## config.mk

```make
export PLATFORM = sky130hd
export DESIGN_NAME = abm_writer_if
export DESIGN_NICKNAME = d
export VERILOG_FILES = /design/src/rtl/abm_writer_if.sv
export SDC_FILE = /design/constraint.sdc
export NUM_CORES = 1
export LEC_CHECK = 0
export BUFFER_PORTS_ARGS = -buffer_cell sky130_fd_sc_hd__clkbuf_2
export CELL_PAD_IN_SITES_DETAIL_PLACEMENT = 1
export CELL_PAD_IN_SITES_GLOBAL_PLACEMENT = 1
export CORE_AREA = 2 2 729 731
export DETAILED_ROUTE_END_ITERATION = 6
export DIE_AREA = 0 0 731 733
export HOLD_SLACK_MARGIN = 0.02
export PLACE_DENSITY_LB_ADDON = 0.1
export SLEW_MARGIN = 20
export SYNTH_ARGS = -nofsm -noshare
export SYNTH_HDL_FRONTEND = slang
export SYNTH_SLANG_ARGS = --single-unit
export TNS_END_PERCENT = 10
```

## constraint.sdc

```tcl
create_clock -name clk -period 6.16 [get_ports clk]
set_clock_uncertainty 0.15 [all_clocks]
set_input_delay 1.848 -clock clk [delete_from_list [all_inputs] [get_ports clk]]
set_output_delay 1.848 -clock clk [all_outputs]
set_load 0.05 [all_outputs]
```

## src/rtl/abm_writer_if.sv

```systemverilog
// rtl/abm_writer_if.sv - write-only AXI4 slave loading the ram0/ram1 ABM banks (option: ABM_WLAST_CHECK_EN)
module abm_writer_if #(
  parameter int DW = 512,
  parameter int DD = 16384,
  localparam int BW  = DW / 8,
  localparam int AW  = $clog2(2 * DD * BW),
  localparam int WAW = $clog2(DD)
) (
  input  logic             clk,
  input  logic             reset,
  output logic [WAW-1:0]   ram_addr,
  output logic [DW-1:0]    ram_wdata,
  output logic [BW-1:0]    ram0_we,
  output logic [BW-1:0]    ram1_we,
  input  logic [AW-1:0]    S_AXI_AWADDR,
  input  logic             S_AXI_AWVALID,
  output logic             S_AXI_AWREADY,
  input  logic [3:0]       S_AXI_AWID,
  input  logic [7:0]       S_AXI_AWLEN,
  input  logic [2:0]       S_AXI_AWSIZE,
  input  logic [1:0]       S_AXI_AWBURST,
  input  logic             S_AXI_AWLOCK,
  input  logic [3:0]       S_AXI_AWCACHE,
  input  logic [3:0]       S_AXI_AWQOS,
  input  logic [2:0]       S_AXI_AWPROT,
  input  logic [DW-1:0]    S_AXI_WDATA,
  input  logic [BW-1:0]    S_AXI_WSTRB,
  input  logic             S_AXI_WVALID,
  input  logic             S_AXI_WLAST,
  output logic             S_AXI_WREADY,
  output logic [3:0]       S_AXI_BID,
  output logic [1:0]       S_AXI_BRESP,
  output logic             S_AXI_BVALID,
  input  logic             S_AXI_BREADY,
  input  logic [AW-1:0]    S_AXI_ARADDR,
  input  logic             S_AXI_ARVALID,
  input  logic [3:0]       S_AXI_ARID,
  input  logic [7:0]       S_AXI_ARLEN,
  input  logic [2:0]       S_AXI_ARSIZE,
  input  logic [1:0]       S_AXI_ARBURST,
  input  logic             S_AXI_ARLOCK,
  input  logic [3:0]       S_AXI_ARCACHE,
  input  logic [3:0]       S_AXI_ARQOS,
  input  logic [2:0]       S_AXI_ARPROT,
  input  logic             S_AXI_RREADY,
  output logic             S_AXI_ARREADY,
  output logic             S_AXI_RVALID,
  output logic             S_AXI_RLAST,
  output logic [DW-1:0]    S_AXI_RDATA,
  output logic [1:0]       S_AXI_RRESP
);

  localparam int BSH = $clog2(BW);

  typedef enum logic [1:0] {S_INIT, S_IDLE, S_DATA, S_RESP} state_t;

  state_t         state_q, state_d;
  logic           awready_q, awready_d;
  logic           wready_q, wready_d;
  logic           bvalid_q, bvalid_d;
  logic [3:0]     bid_q, bid_d;
  logic [1:0]     bresp_q, bresp_d;
  logic [WAW-1:0] ram_addr_q, ram_addr_d;
  logic [DW-1:0]  ram_wdata_q, ram_wdata_d;
  logic [BW-1:0]  ram0_we_q, ram0_we_d;
  logic [BW-1:0]  ram1_we_q, ram1_we_d;
  logic           bank_q, bank_d;
  logic [WAW-1:0] waddr_q, waddr_d;
  logic [7:0]     beat_q, beat_d;
  logic [3:0]     id_q, id_d;
  logic           last_beat;
`ifdef ABM_WLAST_CHECK_EN
  logic [7:0]     len_q, len_d;
  logic           err_q, err_d;
  logic           err_n;
`endif

  assign S_AXI_ARREADY = 1'b0;
  assign S_AXI_RVALID  = 1'b0;
  assign S_AXI_RLAST   = 1'b0;
  assign S_AXI_RDATA   = '0;
  assign S_AXI_RRESP   = 2'b00;

  assign S_AXI_AWREADY = awready_q;
  assign S_AXI_WREADY  = wready_q;
  assign S_AXI_BVALID  = bvalid_q;
  assign S_AXI_BID     = bid_q;
  assign S_AXI_BRESP   = bresp_q;
  assign ram_addr      = ram_addr_q;
  assign ram_wdata     = ram_wdata_q;
  assign ram0_we       = ram0_we_q;
  assign ram1_we       = ram1_we_q;

  // Sideband fields that do not influence a full-width INCR write.
  logic unused_ok;
`ifdef ABM_WLAST_CHECK_EN
  assign unused_ok = ^{S_AXI_AWSIZE, S_AXI_AWBURST, S_AXI_AWLOCK, S_AXI_AWCACHE, S_AXI_AWQOS,
                       S_AXI_AWPROT, S_AXI_AWADDR[BSH-1:0], S_AXI_ARADDR, S_AXI_ARVALID, S_AXI_ARID,
                       S_AXI_ARLEN, S_AXI_ARSIZE, S_AXI_ARBURST, S_AXI_ARLOCK, S_AXI_ARCACHE,
                       S_AXI_ARQOS, S_AXI_ARPROT, S_AXI_RREADY};
`else
  assign unused_ok = ^{S_AXI_AWLEN, beat_q, S_AXI_AWSIZE, S_AXI_AWBURST, S_AXI_AWLOCK,
                       S_AXI_AWCACHE, S_AXI_AWQOS, S_AXI_AWPROT, S_AXI_AWADDR[BSH-1:0],
                       S_AXI_ARADDR, S_AXI_ARVALID, S_AXI_ARID, S_AXI_ARLEN, S_AXI_ARSIZE,
                       S_AXI_ARBURST, S_AXI_ARLOCK, S_AXI_ARCACHE, S_AXI_ARQOS, S_AXI_ARPROT,
                       S_AXI_RREADY};
`endif

  // Next-state logic: one burst at a time, write pulses last exactly one cycle.
  always_comb begin
    state_d     = state_q;
    awready_d   = awready_q;
    wready_d    = wready_q;
    bvalid_d    = bvalid_q;
    bid_d       = bid_q;
    bresp_d     = bresp_q;
    ram_addr_d  = ram_addr_q;
    ram_wdata_d = ram_wdata_q;
    ram0_we_d   = '0;
    ram1_we_d   = '0;
    bank_d      = bank_q;
    waddr_d     = waddr_q;
    beat_d      = beat_q;
    id_d        = id_q;
    last_beat   = 1'b0;
`ifdef ABM_WLAST_CHECK_EN
    len_d       = len_q;
    err_d       = err_q;
    err_n       = err_q;
`endif
    case (state_q)
      S_INIT: begin
        awready_d = 1'b1;
        state_d   = S_IDLE;
      end
      S_IDLE: begin
        if (S_AXI_AWVALID && awready_q) begin
          bank_d     = S_AXI_AWADDR[AW-1];
          ram_addr_d = S_AXI_AWADDR[AW-2:BSH];
          waddr_d    = S_AXI_AWADDR[AW-2:BSH];
          beat_d     = 8'd0;
          id_d       = S_AXI_AWID;
`ifdef ABM_WLAST_CHECK_EN
          len_d      = S_AXI_AWLEN;
          err_d      = 1'b0;
`endif
          awready_d  = 1'b0;
          wready_d   = 1'b1;
          state_d    = S_DATA;
        end
      end
      S_DATA: begin
        if (S_AXI_WVALID && wready_q) begin
          ram_wdata_d = S_AXI_WDATA;
          ram_addr_d  = waddr_q;
          if (bank_q) ram1_we_d = S_AXI_WSTRB;
          else        ram0_we_d = S_AXI_WSTRB;
          // Wrap stays inside the selected bank.
          waddr_d = (waddr_q == WAW'(DD - 1)) ? '0 : waddr_q + WAW'(1);
          beat_d  = beat_q + 8'd1;
`ifdef ABM_WLAST_CHECK_EN
          last_beat = (beat_q == len_q);
          err_n     = err_q | (last_beat ? !S_AXI_WLAST : S_AXI_WLAST);
          err_d     = err_n;
`else
          last_beat = S_AXI_WLAST;
`endif
          if (last_beat) begin
            wready_d = 1'b0;
            bvalid_d = 1'b1;
            bid_d    = id_q;
`ifdef ABM_WLAST_CHECK_EN
            bresp_d  = err_n ? 2'b10 : 2'b00;
`else
            bresp_d  = 2'b00;
`endif
            state_d  = S_RESP;
          end
        end
      end
      S_RESP: begin
        if (bvalid_q && S_AXI_BREADY) begin
          bvalid_d  = 1'b0;
          awready_d = 1'b1;
          state_d   = S_IDLE;
        end
      end
      default: state_d = S_INIT;
    endcase
  end

  // State and registered outputs; reset abandons any burst in flight.
  always_ff @(posedge clk) begin
    if (reset) begin
      state_q     <= S_INIT;
      awready_q   <= 1'b0;
      wready_q    <= 1'b0;
      bvalid_q    <= 1'b0;
      bid_q       <= 4'd0;
      bresp_q     <= 2'b00;
      ram_addr_q  <= '0;
      ram_wdata_q <= '0;
      ram0_we_q   <= '0;
      ram1_we_q   <= '0;
      bank_q      <= 1'b0;
      waddr_q     <= '0;
      beat_q      <= 8'd0;
      id_q        <= 4'd0;
`ifdef ABM_WLAST_CHECK_EN
      len_q       <= 8'd0;
      err_q       <= 1'b0;
`endif
    end else begin
      state_q     <= state_d;
      awready_q   <= awready_d;
      wready_q    <= wready_d;
      bvalid_q    <= bvalid_d;
      bid_q       <= bid_d;
      bresp_q     <= bresp_d;
      ram_addr_q  <= ram_addr_d;
      ram_wdata_q <= ram_wdata_d;
      ram0_we_q   <= ram0_we_d;
      ram1_we_q   <= ram1_we_d;
      bank_q      <= bank_d;
      waddr_q     <= waddr_d;
      beat_q      <= beat_d;
      id_q        <= id_d;
`ifdef ABM_WLAST_CHECK_EN
      len_q       <= len_d;
      err_q       <= err_d;
`endif
    end
  end

endmodule

```

==> summary.md <==
| Metric | Value |
|---|---|
| Design area | `43510 um2` |
| Hold Path End | `ram_wdata[204]` |
| Clk sinks | `682` |
| Worst-path clk slew | `about 60 ps` |
| 1st-pass router iterations | `4` |
| Drt drc | `0` |
| CP max stage cell | `clkbuf_2` |
| Share of cells above drive strength 1 | `between 30% and 40%` |
| Peak Freq | `around 0.26 GHz` |
| Buffers & Inverters on Critical Path | `1` |
| Hold slack | `303.3 ps` |
| CTS tree | `done` |
| Gpl congestion | `~0.75` |
| Total power | `13.37 mW` |
| Final wirelength | `250400 um` |
| Worst Hold Class | `flip-flop to flip-flop` |
| Endpoints failing hold | `0` |
| Syn_area_per_cell | `8.195 um2` |
| Crit path max fanout | `2` |
| Reg2reg end | `ram0_we[13]` |
| Mapped Area | `approximately 27000 um2` |
| Gr usage total | `8.887%` |
| Crit-path cells | `clkbuf_2` |
| Die area | `~540000 um2` |
| Seq/Total Area, Yosys | `50.89%` |
| Crit path kind | `flip-flop to primary output` |
| TritonCTS buffer count | `119` |
| RSZ-0062 raised after global routing | `no` |
| Crit. End Element | `primary output` |
| IO Pins | `1864` |
| Max-Cap Viols | `0` |
| Hold Crit Start | `ram_wdata[204]` |
| Setup slack, reg-to-reg | `3140 ps` |
| Cell Pwr Density | `approximately 310 nW/um2` |
| Sequential cell area | `about 14000 um2` |
| Clock Path Buffers | `4` |
| H-tree depth | `3` |
| Ys async rst share | `0%` |
| Final setup fails | `0` |
| Slowest stage delay, CP | `620 ps` |
| Leak | `16.64 nW` |
| Initial Util | `5.086%` |
| Mapped Cells | `3274` |
| DP Area | `39620 um2` |
| Hold path depth | `2` |
| Final net count | `5175` |
| Root Driver | `clkbuf_16` |
| Slew @ Worst Pin | `968.2 ps` |
| Pin count of the biggest net entering global routing | `between 100 and 150` |
| DP HPWL | `208100 um` |
| Worst r2r src | `state_q[0]` |
| Pre-CTS setup slack | `1836 ps` |
| Final global-route overflow total | `0` |
| CP Launch Point | `ram_wdata[394]` |
| Number of routed nets with antenna violations | `0` |
| Wirelength per Cell | `21.60 um` |
| Insertion delay of the later-clocked pin in the worst-skew pair | `900 ps` |
| Main synth FF type | `dfxtp_1` |
| Drt first-iter violations | `734` |
| Synth Register Bits | `682` |
| Multi-input combinational cell area | `~10000 um2` |
| Area growth syn-to-layout | `62.16%` |
| Fin worst setup slack | `2264 ps` |
| Worst R2R Path Depth | `7` |
| Row count | `267` |
| Port buffer count | `1261` |
| Vias/cell | `2.251` |
| Die extent in x | `731 um` |
| # fillers | `around 63000` |
| WP depth | `1` |
| Slew HR | `35.46%` |
| Worst path top cell family by delay | `buffers and inverters` |
| Req. time, crit path | `around 4200 ps` |
| Vias in the first global route | `between 20000 and 30000` |
| Hold-fix buffers at CTS | `0` |
| First-pass GRT wire length | `around 310000 um` |
| Setup crit start kind | `flip-flop` |
| Setup TNS | `0 ps` |
| Via count | `around 26000` |
| Most common cell after layout, fill and taps aside | `clkbuf_2` |
| WP data arrival | `1900 ps` |
| Max VDD drop | `0.2243 mV` |
| Fin crit share | `63.25%` |
| Synth warnings | `0` |
| Most frequent cells in the layout | `1260 x clkbuf_2, 1054 x nand2_1, 682 x dfxtp_1` |
| Antenna violations before repair | `128` |
| Setup repair bufs after CTS | `0` |
| CORE AREA | `527500 um2` |
| Status | `finished, final reports clean` |
| Synth cell types | `54` |
| Fin. max-slew vios | `0` |
| EDFF count, synth | `0` |
| DIE HEIGHT | `733 um` |
| CTS resizes | `0` |
| Post-layout min period | `3896 ps` |
[flip-flops by register name (all words and copies together), names as in the netlist]
register and count:
S_AXI_AWREADY 1, S_AXI_BID 4, S_AXI_BVALID 1, S_AXI_WREADY 1
bank_q 1, id_q 4, ram0_we 64, ram1_we 64
ram_addr 14, ram_wdata 512, state_q 2, waddr_q 14
[cells by family (layout without fill, tap and decap cells)]
| logic type | count (synthesis) | in the layout | share of synthesized area (%) |
|---|---|---|---|
| and+or+nand+nor | 1263 | 1263 | 19.35 |
| DFF | 682 | 682 | 50.89 |
| adders and majority gates | 4 | 4 | 0.1865 |
| buffers and inverters | 732 | 1514 | 17.79 |
| other | 1 | 541 | 0.01398 |
| muxes | 7 | 7 | 0.2612 |
| AOI/OAI and AO/OA | 585 | 585 | 11.51 |
[cells in the mapped netlist (3+ instances only)]
library cell | n | share of area [%]
nor2b_1 | 6 | 0.14
and2_1 | 128 | 3.0
clkbuf_1 | 164 | 2.3
o31ai_1 | 5 | 0.14
a21oi_1 | 528 | 9.8
a311oi_1 | 9 | 0.29
nand4_1 | 6 | 0.14
mux2i_1 | 7 | 0.26
nand2b_1 | 5 | 0.12
nor3_1 | 5 | 0.093
nand2_1 | 1054 | 15
and3_1 | 4 | 0.093
buf_1 | 8 | 0.11
buf_6 | 5 | 0.21
nand3_1 | 13 | 0.24
buf_4 | 521 | 15
o21ai_0 | 9 | 0.17
inv_1 | 8 | 0.11
nor2_1 | 29 | 0.41
ha_1 | 4 | 0.19
buf_2 | 25 | 0.47
dfxtp_1 | 682 | 51
a211oi_1 | 10 | 0.28
a31o_2 | 3 | 0.098
[per-layer routing]
layer,global-route usage (%),up-vias,part of all wire (%)
met5,0,-,0.15
met4,2.687,54,3.3
met3,4.922,330,12
met2,15.02,1382,47
met1,9.391,12428,38
li1,-,11892,-
[through the flow]
| stage | utilization (%) | instances |
|---|---|---|
| detailed placement | 7.511 | 11360 |
| CTS | 8.237 | 11568 |
| global route | 8.240 | 11573 |
| floorplan | - | 3792 |
| finish | 8.248 | 11590 |
| global placement | 7.511 | 11360 |
[where the power goes]
part | leakage (nW) | internal (mW) | switching, mW | total (mW)
logic | 9.27 | 0.342 | 1.53 | 1.87
registers | 5.50 | 4.52 | 0.101 | 4.62
clock network | 1.88 | 4.10 | 2.78 | 6.89
total | 16.6 | 8.96 | 4.41 | 13.4
[cell type report]
| class | count | share of cell area (%) |
|---|---|---|
| Sequential cell | 682 | 31.38 |
| Multi-Input combinational cell | 2378 | 23.85 |
| Tap cell | 6994 | 20.11 |
| Timing Repair Buffer | 1298 | 15.66 |
| Clock buffer | 177 | 8.015 |
| Clock inverter | 31 | 0.7909 |
| Antenna cell | 22 | 0.1265 |
| Inverter | 8 | 0.06902 |
[worst max path at each step]
stage	slack, ps	to
floorplan	3030	S_AXI_BVALID
global placement	1800	ram_addr[7]
detailed placement	1840	ram_addr[4]
CTS	2070	ram_wdata[381]
global route	2090	ram_wdata[398]
finish	2260	ram_wdata[394]
(Power assumes the default switching activity.)
